## src/rtl/uart_pkg.sv

```systemverilog
//------------------------------------------------------------------------------
// Module   : uart_pkg
// Purpose  : Shared UART definitions: frame state encoding and default
//            timing constants, common to the TX and RX controllers.
// Revision : 1.0  initial release
//------------------------------------------------------------------------------
`default_nettype none

package uart_pkg;

  // Default number of baud ticks per bit period.
  localparam int UART_OVERSAMPLE_DEFAULT = 16;

  // Default number of data bits per frame.
  localparam int UART_DATA_BITS_DEFAULT  = 8;

  // Frame state encoding, shared so TX and RX decode states identically.
  localparam logic [2:0] UART_ST_IDLE   = 3'd0;
  localparam logic [2:0] UART_ST_START  = 3'd1;
  localparam logic [2:0] UART_ST_DATA   = 3'd2;
  localparam logic [2:0] UART_ST_PARITY = 3'd3;
  localparam logic [2:0] UART_ST_STOP   = 3'd4;

  typedef enum logic [2:0] {
    ST_IDLE   = UART_ST_IDLE,
    ST_START  = UART_ST_START,
    ST_DATA   = UART_ST_DATA,
    ST_PARITY = UART_ST_PARITY,
    ST_STOP   = UART_ST_STOP
  } uart_state_e;

endpackage

`default_nettype wire

```

## src/rtl/uart_tx_ctrl_if.sv

```systemverilog
//------------------------------------------------------------------------------
// Module   : uart_tx_ctrl_if
// Purpose  : Byte handshake between a TX byte source (FIFO / register port)
//            and the UART transmit controller.
// Revision : 1.0  initial release
//------------------------------------------------------------------------------
`default_nettype none

interface uart_tx_ctrl_if
  import uart_pkg::*;
#(
  parameter int DATA_BITS = UART_DATA_BITS_DEFAULT
);

  logic [DATA_BITS-1:0] tx_data;
  logic                 tx_valid;
  logic                 tx_ready;

  // Byte source side.
  modport master (
    output tx_data,
    output tx_valid,
    input  tx_ready
  );

  // Transmit controller side.
  modport slave (
    input  tx_data,
    input  tx_valid,
    output tx_ready
  );

endinterface

`default_nettype wire

```

## src/rtl/uart_tx_ctrl.sv

```systemverilog
//------------------------------------------------------------------------------
// Module   : uart_tx_ctrl
// Purpose  : UART transmit controller. Serialises a parallel byte into a
//            start / data (LSB first) / optional parity / stop frame, with
//            bit timing taken from an external oversampling tick.
// Revision : 1.0  initial release
//------------------------------------------------------------------------------
`default_nettype none

module uart_tx_ctrl
  import uart_pkg::*;
#(
  parameter int DATA_BITS  = UART_DATA_BITS_DEFAULT,
  parameter int OVERSAMPLE = UART_OVERSAMPLE_DEFAULT,
  parameter int SB_TICKS   = 16,
  parameter int PARITY_EN  = 0,
  parameter int PARITY_ODD = 0
) (
  input  wire            clk,
  input  wire            reset_n,
  input  wire            s_tick,
  uart_tx_ctrl_if.slave  bus_if,
  output logic           tx,
  output logic           tx_busy,
  output logic           tx_done_tick
);

  // The tick counter must reach the longer of the bit and stop periods.
  localparam int TICK_MAX = (OVERSAMPLE > SB_TICKS) ? OVERSAMPLE : SB_TICKS;
  localparam int TW       = $clog2(TICK_MAX);
  localparam int BW       = $clog2(DATA_BITS);

  localparam logic [TW-1:0] OS_LAST  = TW'(OVERSAMPLE - 1);
  localparam logic [TW-1:0] SB_LAST  = TW'(SB_TICKS - 1);
  localparam logic [BW-1:0] BIT_LAST = BW'(DATA_BITS - 1);
  localparam logic          PAR_ODD  = (PARITY_ODD != 0);
  localparam logic          PAR_EN   = (PARITY_EN != 0);

  uart_state_e            state_q, state_d;
  logic [TW-1:0]          tick_q,  tick_d;
  logic [BW-1:0]          bit_q,   bit_d;
  logic [DATA_BITS-1:0]   shift_q, shift_d;
  logic                   par_q,   par_d;
  logic                   tx_q,    tx_d;
  logic                   done_q,  done_d;

  // Frame state and datapath registers; reset drops any frame in flight.
  always_ff @(posedge clk or negedge reset_n) begin
    if (!reset_n) begin
      state_q <= ST_IDLE;
      tick_q  <= '0;
      bit_q   <= '0;
      shift_q <= '0;
      par_q   <= 1'b0;
      tx_q    <= 1'b1;
      done_q  <= 1'b0;
    end else begin
      state_q <= state_d;
      tick_q  <= tick_d;
      bit_q   <= bit_d;
      shift_q <= shift_d;
      par_q   <= par_d;
      tx_q    <= tx_d;
      done_q  <= done_d;
    end
  end

  // Next-state sequencing: advance only on s_tick once a period's last tick lands.
  always_comb begin
    state_d = state_q;
    tick_d  = tick_q;
    bit_d   = bit_q;
    shift_d = shift_q;
    par_d   = par_q;
    done_d  = 1'b0;

    case (state_q)
      ST_IDLE: begin
        // Ready is high throughout IDLE, so valid alone completes the handshake.
        // Any s_tick on this edge is deliberately not counted.
        if (bus_if.tx_valid) begin
          shift_d = bus_if.tx_data;
          par_d   = (^bus_if.tx_data) ^ PAR_ODD;
          tick_d  = '0;
          bit_d   = '0;
          state_d = ST_START;
        end
      end

      ST_START: begin
        if (s_tick) begin
          if (tick_q == OS_LAST) begin
            tick_d  = '0;
            bit_d   = '0;
            state_d = ST_DATA;
          end else begin
            tick_d = tick_q + TW'(1);
          end
        end
      end

      ST_DATA: begin
        if (s_tick) begin
          if (tick_q == OS_LAST) begin
            tick_d  = '0;
            shift_d = shift_q >> 1;
            if (bit_q == BIT_LAST) begin
              if (PAR_EN) state_d = ST_PARITY;
              else        state_d = ST_STOP;
            end else begin
              bit_d = bit_q + BW'(1);
            end
          end else begin
            tick_d = tick_q + TW'(1);
          end
        end
      end

      ST_PARITY: begin
        if (s_tick) begin
          if (tick_q == OS_LAST) begin
            tick_d  = '0;
            state_d = ST_STOP;
          end else begin
            tick_d = tick_q + TW'(1);
          end
        end
      end

      ST_STOP: begin
        if (s_tick) begin
          if (tick_q == SB_LAST) begin
            tick_d  = '0;
            done_d  = 1'b1;
            state_d = ST_IDLE;
          end else begin
            tick_d = tick_q + TW'(1);
          end
        end
      end

      default: begin
        state_d = ST_IDLE;
        tick_d  = '0;
      end
    endcase

    // Line level is decided from the upcoming state so tx changes on the
    // same edge as the state register, with no extra clock of lag.
    case (state_d)
      ST_START:  tx_d = 1'b0;
      ST_DATA:   tx_d = shift_d[0];
      ST_PARITY: tx_d = par_d;
      default:   tx_d = 1'b1;
    endcase
  end

  assign bus_if.tx_ready = (state_q == ST_IDLE);
  assign tx              = tx_q;
  assign tx_busy         = (state_q != ST_IDLE);
  assign tx_done_tick    = done_q;

endmodule

`default_nettype wire

```

## src/flat_wrapper.sv

```systemverilog
// flat-port wrapper written by rule: the top's interface ports become plain ports
module uart_tx_ctrl_flat import uart_pkg::*;
#(
  parameter int DATA_BITS  = UART_DATA_BITS_DEFAULT,
  parameter int OVERSAMPLE = UART_OVERSAMPLE_DEFAULT,
  parameter int SB_TICKS   = 16,
  parameter int PARITY_EN  = 0,
  parameter int PARITY_ODD = 0
)
  (clk, reset_n, s_tick, tx, tx_busy, tx_done_tick, bus_if_tx_data, bus_if_tx_valid, bus_if_tx_ready);
  uart_tx_ctrl_if #(.DATA_BITS(DATA_BITS)) bus_if_i ();
  input  wire clk;
  input  wire reset_n;
  input  wire s_tick;
  output logic tx;
  output logic tx_busy;
  output logic tx_done_tick;
  input wire logic [$bits(bus_if_i.tx_data)-1:0] bus_if_tx_data;
  input wire logic [$bits(bus_if_i.tx_valid)-1:0] bus_if_tx_valid;
  output wire logic [$bits(bus_if_i.tx_ready)-1:0] bus_if_tx_ready;
  assign bus_if_i.tx_data = bus_if_tx_data;
  assign bus_if_i.tx_valid = bus_if_tx_valid;
  assign bus_if_tx_ready = bus_if_i.tx_ready;
  uart_tx_ctrl #(.DATA_BITS(DATA_BITS), .OVERSAMPLE(OVERSAMPLE), .SB_TICKS(SB_TICKS), .PARITY_EN(PARITY_EN), .PARITY_ODD(PARITY_ODD)) u_core (.clk(clk), .reset_n(reset_n), .s_tick(s_tick), .bus_if(bus_if_i), .tx(tx), .tx_busy(tx_busy), .tx_done_tick(tx_done_tick));
endmodule
```

## config.mk

```make
export PLATFORM = sky130hd
export DESIGN_NAME = uart_tx_ctrl_flat
export DESIGN_NICKNAME = d
export VERILOG_FILES = /design/src/rtl/uart_pkg.sv /design/src/rtl/uart_tx_ctrl_if.sv /design/src/rtl/uart_tx_ctrl.sv /design/src/flat_wrapper.sv
export SDC_FILE = /design/constraint.sdc
export NUM_CORES = 1
export LEC_CHECK = 0
export CORE_UTILIZATION = 50
export DETAILED_ROUTE_END_ITERATION = 10
export GPL_ROUTABILITY_DRIVEN = 0
export PLACE_DENSITY = 0.74
export SLEW_MARGIN = 30
export SYNTH_ARGS = -nofsm -noshare
export SYNTH_HDL_FRONTEND = slang
export SYNTH_SLANG_ARGS = --single-unit
```

## constraint.sdc

```tcl
create_clock -name clk -period 2.8 [get_ports clk]
set_input_delay 0.56 -clock clk [delete_from_list [all_inputs] [get_ports clk]]
set_output_delay 0.56 -clock clk [all_outputs]
set_load 0.05 [all_outputs]
```

==> results by group, run 1 <==
Finish
  – N_diodes: 0
  – Most frequent cells in the layout: dfrtp_1, nand2_1, clkdlybuf4s50_1, nor2_1, xnor2_1
  – Design area: between 1000 and 1500 µm²
  – Commonest non-fill, non-tap cell in the layout: dfrtp_1
  – Fin nets: 146
  – Layout area overhead: 18.38%
  – # fillers: 169
  – Share of cells above drive strength 1: 0.1154
  – Finished Layout Cells: 157

CTS
  – Reg clk slew, reported paths: 110 ps
  – Post-CTS Hold Fix Bufs: 0
  – CTS resizes: 0
  – Root Driver: clkbuf_4
  – CTS Sinks: 21
  – CTS H-tree lvls: 1
  – Post-CTS Setup Repair Bufs: 0
  – CTS tree: built
  – Worst-Skew Late Latency: around 300 ps
  – CTS Buffer Depth: 2
  – Num CTS Buffers: 3

Critical path
  – Worst-case reg-to-reg path depth: 5
  – CP Launch Type: flip-flop
  – Critical path required time: around 2200 ps
  – R2r setup slk: approximately 900 ps
  – Worst EP arrival: 2130 ps
  – Worst setup EP type: output port
  – Kind of critical path: flip-flop to output port
  – Crit Path Max Fanout: 9

Power and ir drop
  – Clk network pwr share: 0.173
  – Pwr Density: 627.9 nW/µm²
  – Net Sw Power: 0.2764 mW
  – Sw frac: 0.3291
  – Static Leak: 0.6224 nW
  – Post-layout power: approximately 0.84 mW
  – Maximum VDD drop: 375.1 µV
  – Reg power frac: 0.548
  – Combinational Power Share: 0.279
  – Internal power: 0.5635 mW

Logic synthesis
  – Synth Instances: 112
  – Area leader, netlist: dfrtp_1
  – Distinct cell type count after synthesis: 32
  – Flops & latches, synth: 21
  – Compound-gate portion of the synthesized area: 0.1783
  – Largest family of logic cells by synthesized area: simple AND/OR/NAND/NOR gates
  – Top post-synthesis cells by area: dfrtp_1, nand2_1, xnor2_1
  – Yosys Warn Count: 0
  – Post-synthesis adder-cell area fraction: 0.03322
  – Mean Syn Cell Area: 10.09 µm²
  – Synth Area in Simple Gates: 0.2148
  – Yosys top cell area share: 0.4430
  – Synth Area in XOR/XNOR: 0.05426
  – Post-synthesis net count: around 130
  – Cell Area, Synth: 1130 µm²
  – Seq/Total Area, Yosys: 0.4662
  – Mux cell area share after synthesis: 0.02990

Timing
  – Fin Setup TNS: 0 ps
  – RSZ-0062 raised after global routing: false
  – Clock Skews: between 3 and 4 ps
  – Final setup fails: 0
  – Tmin final: 2691 ps
  – Slew @ Worst Pin: 486.7 ps
  – Period utilization: 0.9609
  – Hold Slack: 479.8 ps
  – Fmax: roughly 370 MHz
  – Slew Viols, Final: 0
  – Rel. slew slack: 0.6745
  – Fin. Hold Viols: 0

Detailed routing
  – Vias per cell: 5.745
  – Antenna Nets Post-Route: 0
  – Via count: 902
  – DRC viols: 0
  – DR iter-0 viols: 25
  – Routed wire length per instance: 14.19 µm
  – Pre-antenna DRT Iters: 4
  – Final wirelength: 2228 µm

Placed design
  – Dpl cell area: about 1300 µm²
  – Placed Cells: 153
  – Post-DP HPWL: between 1500 and 2000 µm
  – Port Buffers: 15

Global routing
  – Global-route wire length before repair: ~3800 µm
  – Total grt overflow: 0
  – Total track usage: 0.2062
  – Vias in the first global route: 876
  – Initial antenna violation count: 0
  – Largest net degree at the start of global routing: 22

Worst hold path
  – Tightest Hold Check Type: flip-flop to flip-flop
  – Cells on Worst Hold Path: 2

Floorplan
  – Die Y-Extent: 49.54 µm
  – Width of the die: 49.54 µm
  – IO Count: 16
  – Initial core utilization: 0.5533
  – Die area: between 2000 and 2500 µm²
  – Row cnt: 16
  – Core ar.: 2042 µm²

Flow run
  – Max Cap Viol: 0

Status
  – Status: finished, final reports clean
==> layer usage <==
layer / vias to the layer above / wire, µm / part of all wire / global-route usage
met2: 24 / 1117 / 0.50 / 0.3423
met3: 4 / 89 / 0.040 / 0.04938
li1: 441 / - / - / -
met4: 0 / 23 / 0.010 / 0.07143
met1: 433 / 997 / 0.45 / 0.2610
met5: - / 0 / 0 / 0
==> sequential cells by signal, indices dropped and copies added, names as in the netlist <==
signal	count
u_core.par_q	1
u_core.tx	1
u_core.tx_done_tick	1
u_core.shift_q	8
u_core.state_q	3
u_core.tick_q	4
u_core.bit_q	3
==> cells by family (layout without fill, tap and decap cells) <==
group	after synthesis	in the layout
AND/OR/NAND/NOR	46	46
multiplexers	3	3
XOR/XNOR	7	7
AO/OA/AOI/OAI	27	27
flip-flops	21	21
adder cells (fa/ha/maj)	3	3
buffers and inverters	5	23
==> power by group through the flow <==
stage,combinational [mW],clock [mW],sequential (mW)
after floorplan,0.141,0,0.474
after global placement,0.227,0,0.459
after detailed placement,0.235,0,0.465
after CTS,0.237,0.153,0.458
after global routing,0.265,0.167,0.470
final,0.234,0.145,0.460
==> critical path, stage by stage, from the launching register on <==
cell and delay (ps):
dfrtp_1 520, or3_1 550, clkdlybuf4s50_1 760
==> final timing paths <==
check / endpoint / start
setup reg to reg: u_core.bit_q[2]$_DFFE_PN0P_ / u_core.tick_q[0]$_DFFE_PN0P_
hold / removal: u_core.shift_q[1]$_DFFE_PN0P_ / u_core.shift_q[1]$_DFFE_PN0P_
hold reg to reg: u_core.shift_q[1]$_DFFE_PN0P_ / u_core.shift_q[1]$_DFFE_PN0P_
max in group asynchronous: u_core.tx$_DFF_PN1_ / reset_n
min in group asynchronous: u_core.tx_done_tick$_DFF_PN0_ / reset_n
setup / recovery: tx_busy / u_core.state_q[0]$_DFF_PN0_
==> metrics by stage <==
| stage | util | worst slack (ps) |
|---|---|---|
| floorplan | - | 908.3 |
| global placement | 0.6422 | 492.1 |
| detailed placement | 0.6422 | 421.6 |
| CTS | 0.6550 | 106.2 |
| global route | 0.6550 | 30.81 |
| finish | 0.6550 | 109.4 |
==> synth_stat cells <==
cell and instances:
dfrtp_1 20, nand4_1 2, nand2_4 1, o31ai_1 2
nand3_1 5, a21o_1 3, and2_1 2, ha_1 3
a21oi_2 2, mux2_1 3, nor2_1 8, nor2b_1 1
xnor2_1 7, o32ai_1 2, a21oi_1 2, buf_2 3
and4_1 1, a22oi_1 6, dfstp_2 1, inv_2 1
nor4b_2 1, nor3b_4 1, a311oi_1 1, o21ai_1 6
o22ai_4 1, or3_1 1, o21ai_0 1, a221o_1 1
and3_1 2, nand2_1 19, nand2b_1 2, buf_4 1
==> layout make-up <==
class                           instances  area [µm²]  share of cell area
Clock buffer                            4       26.28             0.01964
Tap cell                               27       33.78             0.02526
Sequential cell                        21       526.8              0.3938
Multi-Input combinational cell         86       576.8              0.4312
Inverter                                1       3.754            0.002806
Timing Repair Buffer                   18       170.2              0.1272
Power figures use the tool's default switching activity.
==> run 2: changes to the inputs <==
- TNS_END_PERCENT: unset -> 5
==> results of run 2 <==
No change in the layout: final DEF, timing and power equal those of run 1.
